--- src/rtl/csr_access_unit_pkg.sv ---
// rtl/csr_access_unit_pkg.sv - Shared CSR command and error types
//
// Purpose: types shared between the CSR access unit, its requester and the
//          CSR file.
//   ControlRegisterCommand : N (no-op), R (read), W (write), S (set bits),
//                            C (clear bits).
//   CsrErr                 : response status returned with each transaction.
//   cmd_writes()           : true for commands that modify the CSR.
package Bundle;

  typedef enum logic [2:0] {
    CMD_N = 3'd0,
    CMD_R = 3'd1,
    CMD_W = 3'd2,
    CMD_S = 3'd3,
    CMD_C = 3'd4
  } ControlRegisterCommand;

  typedef enum logic [1:0] {
    ERR_OK      = 2'd0,
    ERR_RD_ILL  = 2'd1,
    ERR_WR_ILL  = 2'd2,
    ERR_TIMEOUT = 2'd3
  } CsrErr;

  function automatic logic cmd_writes(input ControlRegisterCommand cmd);
    return (cmd == CMD_W) || (cmd == CMD_S) || (cmd == CMD_C);
  endfunction

endpackage

--- src/rtl/csr_access_unit.sv ---
// rtl/csr_access_unit.sv - Single-outstanding CSR access sequencer
//
// Purpose: accepts one CSR operation at a time, checks its legality against
//          the CSR file, issues it (tolerating a bounded stall) and returns
//          the old CSR value or an error code.
// Ports:
//   clk, rst_n                      clock, asynchronous active-low reset
//   req_valid/req_ready             request handshake (ready only in IDLE)
//   req_cmd/req_addr/req_wdata      operation, 12-bit address, operand
//   rsp_valid/rsp_ready             response handshake
//   rsp_rdata/rsp_err               old CSR value (0 on error), status
//   csr_cmd/csr_addr/csr_wdata      command/address/operand to CSR file
//   csr_rdata                       CSR file read data
//   csr_stall                       CSR file cannot commit this cycle
//   csr_read_illegal/write_illegal  legality of the address on csr_addr
module csr_access_unit
  import Bundle::*;
#(
  parameter int unsigned STALL_TIMEOUT = 16
) (
  input  logic                  clk,
  input  logic                  rst_n,
  input  logic                  req_valid,
  output logic                  req_ready,
  input  ControlRegisterCommand req_cmd,
  input  logic [11:0]           req_addr,
  input  logic [31:0]           req_wdata,
  output logic                  rsp_valid,
  input  logic                  rsp_ready,
  output logic [31:0]           rsp_rdata,
  output CsrErr                 rsp_err,
  output ControlRegisterCommand csr_cmd,
  output logic [11:0]           csr_addr,
  output logic [31:0]           csr_wdata,
  input  logic [31:0]           csr_rdata,
  input  logic                  csr_stall,
  input  logic                  csr_read_illegal,
  input  logic                  csr_write_illegal
);

  typedef enum logic [1:0] {
    ST_IDLE  = 2'd0,
    ST_CHECK = 2'd1,
    ST_ISSUE = 2'd2,
    ST_RESP  = 2'd3
  } state_e;

  localparam logic [7:0] STALL_LIMIT = 8'(STALL_TIMEOUT);

  state_e                state_q,     state_d;
  ControlRegisterCommand cmd_q,       cmd_d;
  logic [7:0]            stall_cnt_q, stall_cnt_d;
  logic                  req_ready_q, req_ready_d;
  logic                  rsp_valid_q, rsp_valid_d;
  logic [31:0]           rsp_rdata_q, rsp_rdata_d;
  CsrErr                 rsp_err_q,   rsp_err_d;
  ControlRegisterCommand csr_cmd_q,   csr_cmd_d;
  logic [11:0]           csr_addr_q,  csr_addr_d;
  logic [31:0]           csr_wdata_q, csr_wdata_d;

  ControlRegisterCommand cmd_accept;
  logic [7:0]            stall_inc;

  // Set/clear with a zero mask cannot change the CSR, so they are treated as
  // plain reads: no write side effect and no write-legality check.
  always_comb begin
    cmd_accept = req_cmd;
    if (((req_cmd == CMD_S) || (req_cmd == CMD_C)) && (req_wdata == 32'd0)) begin
      cmd_accept = CMD_R;
    end
  end

  assign stall_inc = stall_cnt_q + 8'd1;

  always_comb begin
    state_d     = state_q;
    cmd_d       = cmd_q;
    stall_cnt_d = stall_cnt_q;
    req_ready_d = req_ready_q;
    rsp_valid_d = rsp_valid_q;
    rsp_rdata_d = rsp_rdata_q;
    rsp_err_d   = rsp_err_q;
    csr_cmd_d   = csr_cmd_q;
    csr_addr_d  = csr_addr_q;
    csr_wdata_d = csr_wdata_q;

    unique case (state_q)
      ST_IDLE: begin
        if (req_valid) begin
          cmd_d       = cmd_accept;
          csr_addr_d  = req_addr;
          csr_wdata_d = req_wdata;
          req_ready_d = 1'b0;
          if (cmd_accept == CMD_N) begin
            // A no-op never touches the CSR file.
            state_d     = ST_RESP;
            rsp_valid_d = 1'b1;
            rsp_rdata_d = 32'd0;
            rsp_err_d   = ERR_OK;
          end else begin
            state_d     = ST_CHECK;
          end
        end
      end

      ST_CHECK: begin
        // csr_addr already shows the latched address; the CSR file answers
        // legality combinationally while csr_cmd is still N.
        if (csr_read_illegal) begin
          state_d     = ST_RESP;
          rsp_valid_d = 1'b1;
          rsp_rdata_d = 32'd0;
          rsp_err_d   = ERR_RD_ILL;
        end else if (cmd_writes(cmd_q) && csr_write_illegal) begin
          state_d     = ST_RESP;
          rsp_valid_d = 1'b1;
          rsp_rdata_d = 32'd0;
          rsp_err_d   = ERR_WR_ILL;
        end else begin
          state_d     = ST_ISSUE;
          stall_cnt_d = 8'd0;
          csr_cmd_d   = cmd_q;
        end
      end

      ST_ISSUE: begin
        if (!csr_stall) begin
          // Commit cycle: the CSR file returns the pre-update value now.
          state_d     = ST_RESP;
          csr_cmd_d   = CMD_N;
          rsp_valid_d = 1'b1;
          rsp_rdata_d = csr_rdata;
          rsp_err_d   = ERR_OK;
        end else if (stall_inc == STALL_LIMIT) begin
          state_d     = ST_RESP;
          csr_cmd_d   = CMD_N;
          stall_cnt_d = stall_inc;
          rsp_valid_d = 1'b1;
          rsp_rdata_d = 32'd0;
          rsp_err_d   = ERR_TIMEOUT;
        end else begin
          stall_cnt_d = stall_inc;
        end
      end

      ST_RESP: begin
        // req_ready rises one cycle after the handshake, so a new request
        // cannot overlap the response being consumed.
        if (rsp_ready) begin
          state_d     = ST_IDLE;
          rsp_valid_d = 1'b0;
          req_ready_d = 1'b1;
        end
      end

      default: begin
        state_d     = ST_IDLE;
        req_ready_d = 1'b1;
        rsp_valid_d = 1'b0;
        csr_cmd_d   = CMD_N;
      end
    endcase
  end

  always_ff @(posedge clk or negedge rst_n) begin
    if (!rst_n) begin
      state_q     <= ST_IDLE;
      cmd_q       <= CMD_N;
      stall_cnt_q <= 8'd0;
      req_ready_q <= 1'b1;
      rsp_valid_q <= 1'b0;
      rsp_rdata_q <= 32'd0;
      rsp_err_q   <= ERR_OK;
      csr_cmd_q   <= CMD_N;
      csr_addr_q  <= 12'd0;
      csr_wdata_q <= 32'd0;
    end else begin
      state_q     <= state_d;
      cmd_q       <= cmd_d;
      stall_cnt_q <= stall_cnt_d;
      req_ready_q <= req_ready_d;
      rsp_valid_q <= rsp_valid_d;
      rsp_rdata_q <= rsp_rdata_d;
      rsp_err_q   <= rsp_err_d;
      csr_cmd_q   <= csr_cmd_d;
      csr_addr_q  <= csr_addr_d;
      csr_wdata_q <= csr_wdata_d;
    end
  end

  assign req_ready = req_ready_q;
  assign rsp_valid = rsp_valid_q;
  assign rsp_rdata = rsp_rdata_q;
  assign rsp_err   = rsp_err_q;
  assign csr_cmd   = csr_cmd_q;
  assign csr_addr  = csr_addr_q;
  assign csr_wdata = csr_wdata_q;

endmodule

--- config.mk ---
export PLATFORM = sky130hd
export DESIGN_NAME = csr_access_unit
export DESIGN_NICKNAME = d
export VERILOG_FILES = /design/src/rtl/csr_access_unit_pkg.sv /design/src/rtl/csr_access_unit.sv
export SDC_FILE = /design/constraint.sdc
export NUM_CORES = 1
export LEC_CHECK = 0
export ABC_AREA = 1
export BUFFER_PORTS_ARGS = -buffer_cell sky130_fd_sc_hd__buf_2
export CAP_MARGIN = 40
export CORE_ASPECT_RATIO = 1.1
export CORE_UTILIZATION = 45
export DETAILED_ROUTE_END_ITERATION = 16
export PLACE_DENSITY = 0.85
export SYNTH_ARGS = -nofsm -noshare
export SYNTH_HDL_FRONTEND = slang
export SYNTH_SLANG_ARGS = --single-unit
--- constraint.sdc ---
create_clock -name clk -period 2 [get_ports clk]
set_input_delay 0.2 -clock clk [delete_from_list [all_inputs] [get_ports clk]]
set_output_delay 0.2 -clock clk [all_outputs]
set_load 0.02 [all_outputs]
==> run metrics, run 1 <==
GRT met3 Usage 5.90%; switching pwr 3.65 mW; ANT nets after route 0; CP endpoint kind flip-flop; Post-Syn Area 4160 um^2; Least-Margin Pin Slew 452 ps; row cnt 36; final wirelength 9940 um; relative slew slack 69.6%; min cycle time layout 1910 ps; area growth from synthesis to layout 31.2%; CORE AREA 8920 um^2; worst-path maximum fanout 35; die area 9630 um^2; pwr/cell area 1550 nW/um^2; die width 93.7 um; Tcrit/Tclk final 95.4%; Post-Place Setup Slack 61.1 ps; Final Net Count 765; vias post-DR 3813; Vias/cell 4.81; H-tree depth 3; crit path kind reg -> reg; register area share after synthesis 57.8%; Worst Hold End csr_addr[8]; max-slew violation count 0; post-synth cell types 27; sequential power share 36.9%; layout cells sized above 1 31.0%; Post-Syn Instances 499; Iteration-0 DRC Markers 117; Max Cap Violations 0; initial core utilization 46.6%; WL/cell 12.6 um; CTS tree done; Pint 4.81 mW; Critical Path RT 2270 ps; first-pass GRT wire length 16000 um; setup violators final 0; Worst Path Arrival 2180 ps; GRT Util Overall 21.2%; drt first pass iters 4; Leak 3.03 nW; GPL Wtd Cong 0.852; total gr overflow 0; PortBufs 168; CTS root buf clkbuf_8; Die Y 103 um; DP HPWL 7250 um; reg2reg end rsp_rdata[8]; Synth Net Count 591; yosys warns 0; largest net degree at the start of global routing 67; Max Buffers Root-to-Sink 2; DRC Markers 0; met2 Usage GRT 36.3%; hold path cells 3; CP Launch Type flip-flop; fmax 0.524 GHz; gr busiest metal met2; Yosys reg bits 96; clock sinks 96; grt met1 use 25.8%; antenna violations before repair 1; post-route setup slack 93.0 ps; ANT cells 0; final total power 8.46 mW; reg-to-reg slack, setup 90 ps; Clk Latency, worst-skew pair 350 ps; worst reg2reg path depth 10; CTS buffer count 9; final hold violations 0; worst vdd ir 0.867 mV; Hold Crit Start req_addr[8]; Clk pwr share 17.3%; Net Sw Frac 43.1%; number of global-route vias before repair 3687; RR Startpoint stall_cnt_q[1]; Fillers 793; Synth Area per Inst 8.33 um^2; clk_skew 10.9 ps; Clock transition at path regs 90 ps; status finished, final reports clean; worst hold path class in -> reg; I/O pins 169; combinational fraction of design power 45.9%
-- cells by family after synthesis --
| family | Yosys count | synth area share (%) |
|---|---|---|
| compound gates | 59 | 7.70 |
| xor+xnor | 2 | 0.421 |
| fa+ha+maj | 6 | 1.81 |
| buf+inv | 42 | 4.27 |
| simple gates | 294 | 28.0 |
| flops | 96 | 57.8 |
-- placed cells by master, fill, tap and decap left out, types with 2 or more instances in the layout --
cell and count:
nor4_1 8, o21ai_1 8, nor2_2 2, buf_12 3, o21ai_0 42, nand3_1 15, ha_1 4, dfrtp_1 95
bufinv_16 2, o21ai_2 5, inv_1 23, ha_2 2, buf_2 167, buf_4 11, nor2_1 11, clkbuf_8 12
nand2_1 253
-- registers in the layout, indices dropped and copies added, names as in the netlist --
| signal | flops |
|---|---|
| rsp_valid | 1 |
| stall_cnt_q | 8 |
| csr_cmd | 3 |
| csr_wdata | 32 |
| rsp_rdata | 32 |
| state_q | 2 |
| req_ready | 1 |
| csr_addr | 12 |
| rsp_err | 2 |
| cmd_q | 3 |
-- worst max-delay path, cell delays in order, from the launching register on --
cell and delay (ps):
dfrtp_1 420, ha_2 240, nand3_1 120, o21bai_1 150, nand2_1 80, nor2_1 100, nand3_1 90, nand2_2 150
nand2_8 100, buf_12 180, o21ai_0 180
-- routing by layer --
layer	vias up	share of wire (%)
li1	1921	-
met5	-	0.13
met4	2	1.3
met2	113	50
met3	14	6.4
met1	1763	42
-- cell type report --
class,instances,area (um^2),area share [%]
Clock buffer,12,165,3.03
Tap cell,114,143,2.61
Clock inverter,4,73.8,1.35
Sequential cell,96,2400,44.1
Inverter,23,86.3,1.58
Timing Repair Buffer,182,988,18.1
Multi-Input combinational cell,361,1600,29.2
-- cells in the mapped netlist, drive strengths merged --
| master | number | area [um^2] |
|---|---|---|
| nor3 | 1 | 5.00 |
| o22ai | 1 | 6.26 |
| dfrtp | 95 | 2380 |
| xnor2 | 1 | 8.76 |
| nor2 | 13 | 48.8 |
| o21ai | 55 | 294 |
| nand2 | 255 | 967 |
| nand3 | 16 | 85.1 |
| clkbuf | 13 | 50.0 |
| nor4 | 8 | 50.1 |
| o21bai | 1 | 7.51 |
| ha | 6 | 75.1 |
| xor2 | 1 | 8.76 |
| buf | 6 | 41.3 |
| dfstp | 1 | 26.3 |
| a21boi | 1 | 7.51 |
| a21oi | 1 | 5.00 |
| inv | 23 | 86.3 |
| nand3b | 1 | 7.51 |
-- through the flow --
stage / cell area [um^2] / setup TNS (ps) / instances / utilization (%) / hold WS (ps)
after floorplan: 4160 / 0 / 499 / - / -95.6
after global placement: 5160 / 0 / 771 / 57.9 / 150
after detailed placement: 5160 / 0 / 771 / 57.9 / 162
after CTS: 5410 / 0 / 788 / 60.6 / 12.5
after global routing: 5460 / -619 / 792 / 61.2 / 18.0
final: 5460 / 0 / 792 / 61.2 / 32.2
-- power by group through the flow --
stage	registers [mW]	clock network [mW]	logic, mW
finish	3.12	1.46	3.88
global route	3.20	1.58	4.30
CTS	3.12	1.51	3.83
detailed placement	3.13	0	3.83
global placement	3.11	0	3.71
floorplan	3.97	0	1.65
-- repair_timing --
item,CTS,global route
resized for setup,0,6
hold endpoints to repair,30,0
endpoints found under the setup margin,0,25
buffers inserted,0,4
hold buffers,1,0
-- worst max-delay path by stage --
stage / startpoint / end
after detailed placement: stall_cnt_q[0] / rsp_rdata[11]
after global placement: stall_cnt_q[0] / rsp_rdata[2]
final: stall_cnt_q[1] / rsp_rdata[8]
after floorplan: state_q[0] / stall_cnt_q[0]
after CTS: stall_cnt_q[0] / rsp_rdata[11]
after global routing: stall_cnt_q[0] / rsp_rdata[4]
No activity file was read; power rests on OpenSTA's default activity.
==> run 2: changes to the inputs <==
- CORE_UTILIZATION: 45 -> 35
- PLACE_DENSITY: 0.85 -> 0.71
- RECOVER_POWER: default -> 25
==> run metrics, run 2 (same netlist as run 1, synthesis figures left out) <==
Vias/cell 4.61; Clk pwr share 18.7%; Critical Path RT 2250 ps; switching pwr 3.66 mW; row cnt 41; CP endpoint kind flip-flop; clk_skew 9.11 ps; worst hold path class in -> reg; clock sinks 96; Least-Margin Pin Slew 768 ps; sequential power share 36.8%; Iteration-0 DRC Markers 183; antenna violations before repair 0; WL/cell 12.3 um; Die Y 116 um; CORE AREA 11500 um^2; PortBufs 168; gr busiest metal met2; GRT Util Overall 16.9%; crit path to rsp_rdata[15]; Net Sw Frac 43.1%; reg2reg end rsp_rdata[15]; final wirelength 10100 um; die area 12300 um^2; vias post-DR 3804; Final Net Count 763; RR Startpoint state_q[0]; Clk Latency, worst-skew pair 340 ps; largest net degree at the start of global routing 50; Setup TNS 0 ps; status finished, final reports clean; Clock transition at path regs 70 ps; most common cell after layout, fill and taps aside nand2_1; die width 106 um; setup violators final 0; I/O pins 169; worst vdd ir 0.731 mV; H-tree depth 3; DP HPWL 7580 um; CP Launch Type flip-flop; CTS buffer count 9; grt met1 use 21.1%; CTS tree done; drt first pass iters 4; area growth from synthesis to layout 32.2%; combinational fraction of design power 44.5%; Max Cap Violations 0; fmax 0.553 GHz; Max Buffers Root-to-Sink 2; CTS root buf clkbuf_16; max-slew violation count 0; DRC Markers 0; final hold violations 0; total gr overflow 0; first-pass GRT wire length 16400 um; Worst Path Arrival 2060 ps; met2 Usage GRT 28.7%; relative slew slack 48.8%; min cycle time layout 1810 ps; Leak 3.00 nW; most frequent cells in the layout nand2_1 (253), buf_2 (164), dfrtp_1 (95); GRT met3 Usage 4.41%; number of global-route vias before repair 3544; layout cells sized above 1 29.7%; GPL Wtd Cong 0.824; Tcrit/Tclk final 90.3%; Final Util 47.6%; reg-to-reg slack, setup 190 ps; crit path kind reg -> reg; worst reg2reg path depth 7; initial core utilization 36.0%; worst-path maximum fanout 32; pwr/cell area 1550 nW/um^2; Pint 4.84 mW; Worst setup startpoint state_q[0]; ANT cells 0; ANT nets after route 0
[run 2: changes by cell type in the layout (fill, tap and decap cells not counted), moves of 2 or more]
| cell | before | now |
|---|---|---|
| clkbuf_8 | 12 | 1 |
| clkbuf_16 | 0 | 9 |
| clkbuf_1 | 0 | 5 |
| buf_4 | 11 | 7 |
| clkinvlp_4 | 0 | 4 |
| buf_2 | 167 | 164 |
| bufinv_16 | 2 | 0 |
[run 2: worst min-delay path by stage]
stage,from,end,slack [ps],cells after the start
floorplan,rst_n,cmd_q[0],-100,0
global placement,rst_n,csr_cmd[2],160,1
detailed placement,rst_n,stall_cnt_q[0],170,1
CTS,req_addr[6],csr_addr[6],40,3
global route,req_addr[0],csr_addr[0],50,3
finish,req_addr[6],csr_addr[6],50,3
[run 2: layout make-up]
| class | instances | area, um^2 |
|---|---|---|
| repair buffers | 180 | 962 |
| multi-input cells | 361 | 1580 |
| fillers | 1119 | 6040 |
| clock inverters | 4 | 30.0 |
| flip-flops and latches | 96 | 2400 |
| inverters | 23 | 86.3 |
| well taps | 150 | 188 |
| clock buffers | 12 | 246 |
[run 2: timing repair]
item | CTS | global route
gates resized for setup | 0 | 5
buffers inserted | 0 | 2
endpoints found under the setup margin | 0 | 21
hold endpoints to repair | 26 | 0
hold buffers | 1 | 0
[run 2: per-layer routing]
layer	wire length [um]	vias up
li1	-	1911
met1	4470	1769
met2	4920	118
met3	645	6
met4	97	0
met5	0	-
[run 2: power by group through the flow]
stage                     Sequential, mW  Combinational, mW  Clock, mW
after floorplan                     3.97               1.65          0
after global placement              3.11               3.71          0
after detailed placement            3.13               3.80          0
after CTS                           3.12               3.80       1.64
after global routing                3.21               4.21       1.72
final                               3.12               3.78       1.59
[run 2: critical path, stage by stage (launching register included)]
cell	delay, ps
dfrtp_1	430
inv_1	140
ha_1	280
inv_1	130
nor2_2	120
buf_4	320
nand2_1	100
o21ai_0	200
[run 2: metrics by stage]
stage | cell area (um^2) | total power, mW | instances | hold slack (ps) | setup WS [ps]
after floorplan | 4160 | 5.62 | 499 | -95.6 | 194
after global placement | 5200 | 6.82 | 807 | 155 | 260
after detailed placement | 5200 | 6.93 | 807 | 171 | 126
after CTS | 5490 | 8.56 | 824 | 42.1 | 117
after global routing | 5500 | 9.14 | 826 | 52.7 | -11.2
final | 5500 | 8.50 | 826 | 53.8 | 193
==> run 3: changes to the inputs <==
- SETUP_SLACK_MARGIN: default -> 0.2
==> run metrics, run 3 (same netlist as run 1, synthesis figures left out) <==
Final Cell Area 5880 um^2; layout cells sized above 1 34.9%; Final Net Count 772; worst-path maximum fanout 8; clk_skew 11.1 ps; most frequent cells in the layout nand2_1 (241), buf_2 (167), dfrtp_1 (95); top sig layer met4; crit path kind reg -> reg; first-pass GRT wire length 17300 um; critical-path cell list ha_4 > nand3_4 > o21bai_1 > nand2_1 > nor2_1 > nand3_2 > nand2_4 > nand2_8 > clkbuf_16 > nand2_1 > o21ai_0; most common cell after layout, fill and taps aside nand2_1; Setup TNS 0 ps; Slowest-stage cell, CP dfrtp_1; PortBufs 168; delay-heaviest family, CP simple AND/OR/NAND/NOR gates; final wirelength 11300 um; H-tree depth 3; ANT nets after route 0; die width 106 um; DRC Markers 0; Hold Slack 56.9 ps; GRT Util Overall 18.0%; RSZ-0062 raised after global routing yes; CORE AREA 11500 um^2; Worst Path Arrival 2010 ps; pwr/cell area 1670 nW/um^2; worst hold path class in -> reg; largest net degree at the start of global routing 50; final total power 9.80 mW; max-slew violation count 0; antenna violations before repair 0; clock sinks 96; Die Y 116 um; Iteration-0 DRC Markers 196; WL/cell 13.6 um; min cycle time layout 1800 ps; Fillers 1097; area growth from synthesis to layout 41.5%; status finished, final reports clean; met2 wire length 5870 um; worst vdd ir 0.771 mV; number of global-route vias before repair 3747; CP most frequent cell nand2_1; total gr overflow 0; met1 WL 4660 um; Leak 3.20 nW; CTS buffer count 9; setup violators final 0; max incr delay on CP 400 ps; DP HPWL 7670 um; Least-Margin Pin Slew 996 ps; row cnt 41; Clock transition at path regs 70 ps; Clk Latency, worst-skew pair 340 ps; fmax 0.556 GHz; I/O pins 169; drt first pass iters 4; met3 WL 647 um; Max Cap Violations 0; CP endpoint kind flip-flop; CTS tree done; initial core utilization 36.0%; CP Launch Type flip-flop; Vias/cell 4.68; die area 12300 um^2; relative slew slack 33.6%; vias post-DR 3907; Tcrit/Tclk final 89.9%; area of the multi-input gates 1750 um^2; final hold violations 0; CP bufs+invs 1; GPL Wtd Cong 0.834; ANT cells 0; CTS root buf clkbuf_16; Max Buffers Root-to-Sink 2; Critical Path RT 2220 ps; Reg area 2400 um^2; placed cell areas 5200 um^2
==> run 3: cell count changes in the layout (fill, tap and decap cells not counted), moves of 4 or more <==
cell        delta
clkbuf_1       -5
clkbuf_16      +4
clkinvlp_4     -4
nand2_1       -12
nand2_2        +5
nand2_4        +7
o21ai_0       -16
o21ai_1       +10
o21ai_2        +6
==> run 3: power by group <==
part	total, mW	switching, mW	internal, mW
clock	1.91	0.758	1.15
combinational	4.73	2.96	1.78
sequential	3.16	0.461	2.70
total	9.80	4.18	5.63
==> run 3: worst register-to-register path, cell delays in order, from the launching register on <==
cell and delay, ps:
dfrtp_1 400, ha_4 180, nand3_4 80, o21bai_1 170, nand2_1 100, nor2_1 120, nand3_2 100, nand2_4 120
nand2_8 110, clkbuf_16 190, nand2_1 50, o21ai_0 70
==> run 3: metrics by stage <==
step	utilization (%)	instances	worst slack, ps
global route	51.0	835	62.2
CTS	48.7	827	208
floorplan	-	499	303
finish	51.0	835	203
detailed placement	45.1	806	108
global placement	45.1	806	250
==> run 3: timing repair <==
action / CTS / global route
gates cloned: 1 / 6
hold buffers: 1 / 0
hold endpoints to repair: 33 / 0
pin swaps: 1 / 7
endpoints found under the setup margin: 35 / 44
gates resized for setup: 8 / 50
setup buffers: 3 / 2
==> run 3: worst paths after layout <==
check                                    start            end  slack (ps)  depth (start not counted)
worst max-delay path            stall_cnt_q[0]   rsp_rdata[2]         200                         11
worst max register to register  stall_cnt_q[0]   rsp_rdata[2]         200                         11
worst min register to register   csr_wdata[22]  csr_wdata[22]         480                          2
min in group asynchronous                rst_n  rsp_rdata[17]         570                          2
max in group asynchronous                rst_n  csr_wdata[26]         310                          3
worst min-delay path               req_addr[2]    csr_addr[2]          60                          3
==> run 3: final cells by class <==
| cell class | instances | share of cell area (%) |
|---|---|---|
| flip-flops and latches | 96 | 40.9 |
| multi-input cells | 362 | 29.7 |
| repair buffers | 188 | 19.1 |
| clock buffers | 10 | 4.06 |
| well taps | 150 | 3.19 |
| clock inverters | 6 | 1.66 |
| inverters | 23 | 1.47 |
==> run 3: layer usage <==
layer,vias to the layer above,track usage [%]
li1,1933,-
met1,1839,20.8
met2,124,32.4
met3,11,4.69
met4,0,6.11
met5,-,0
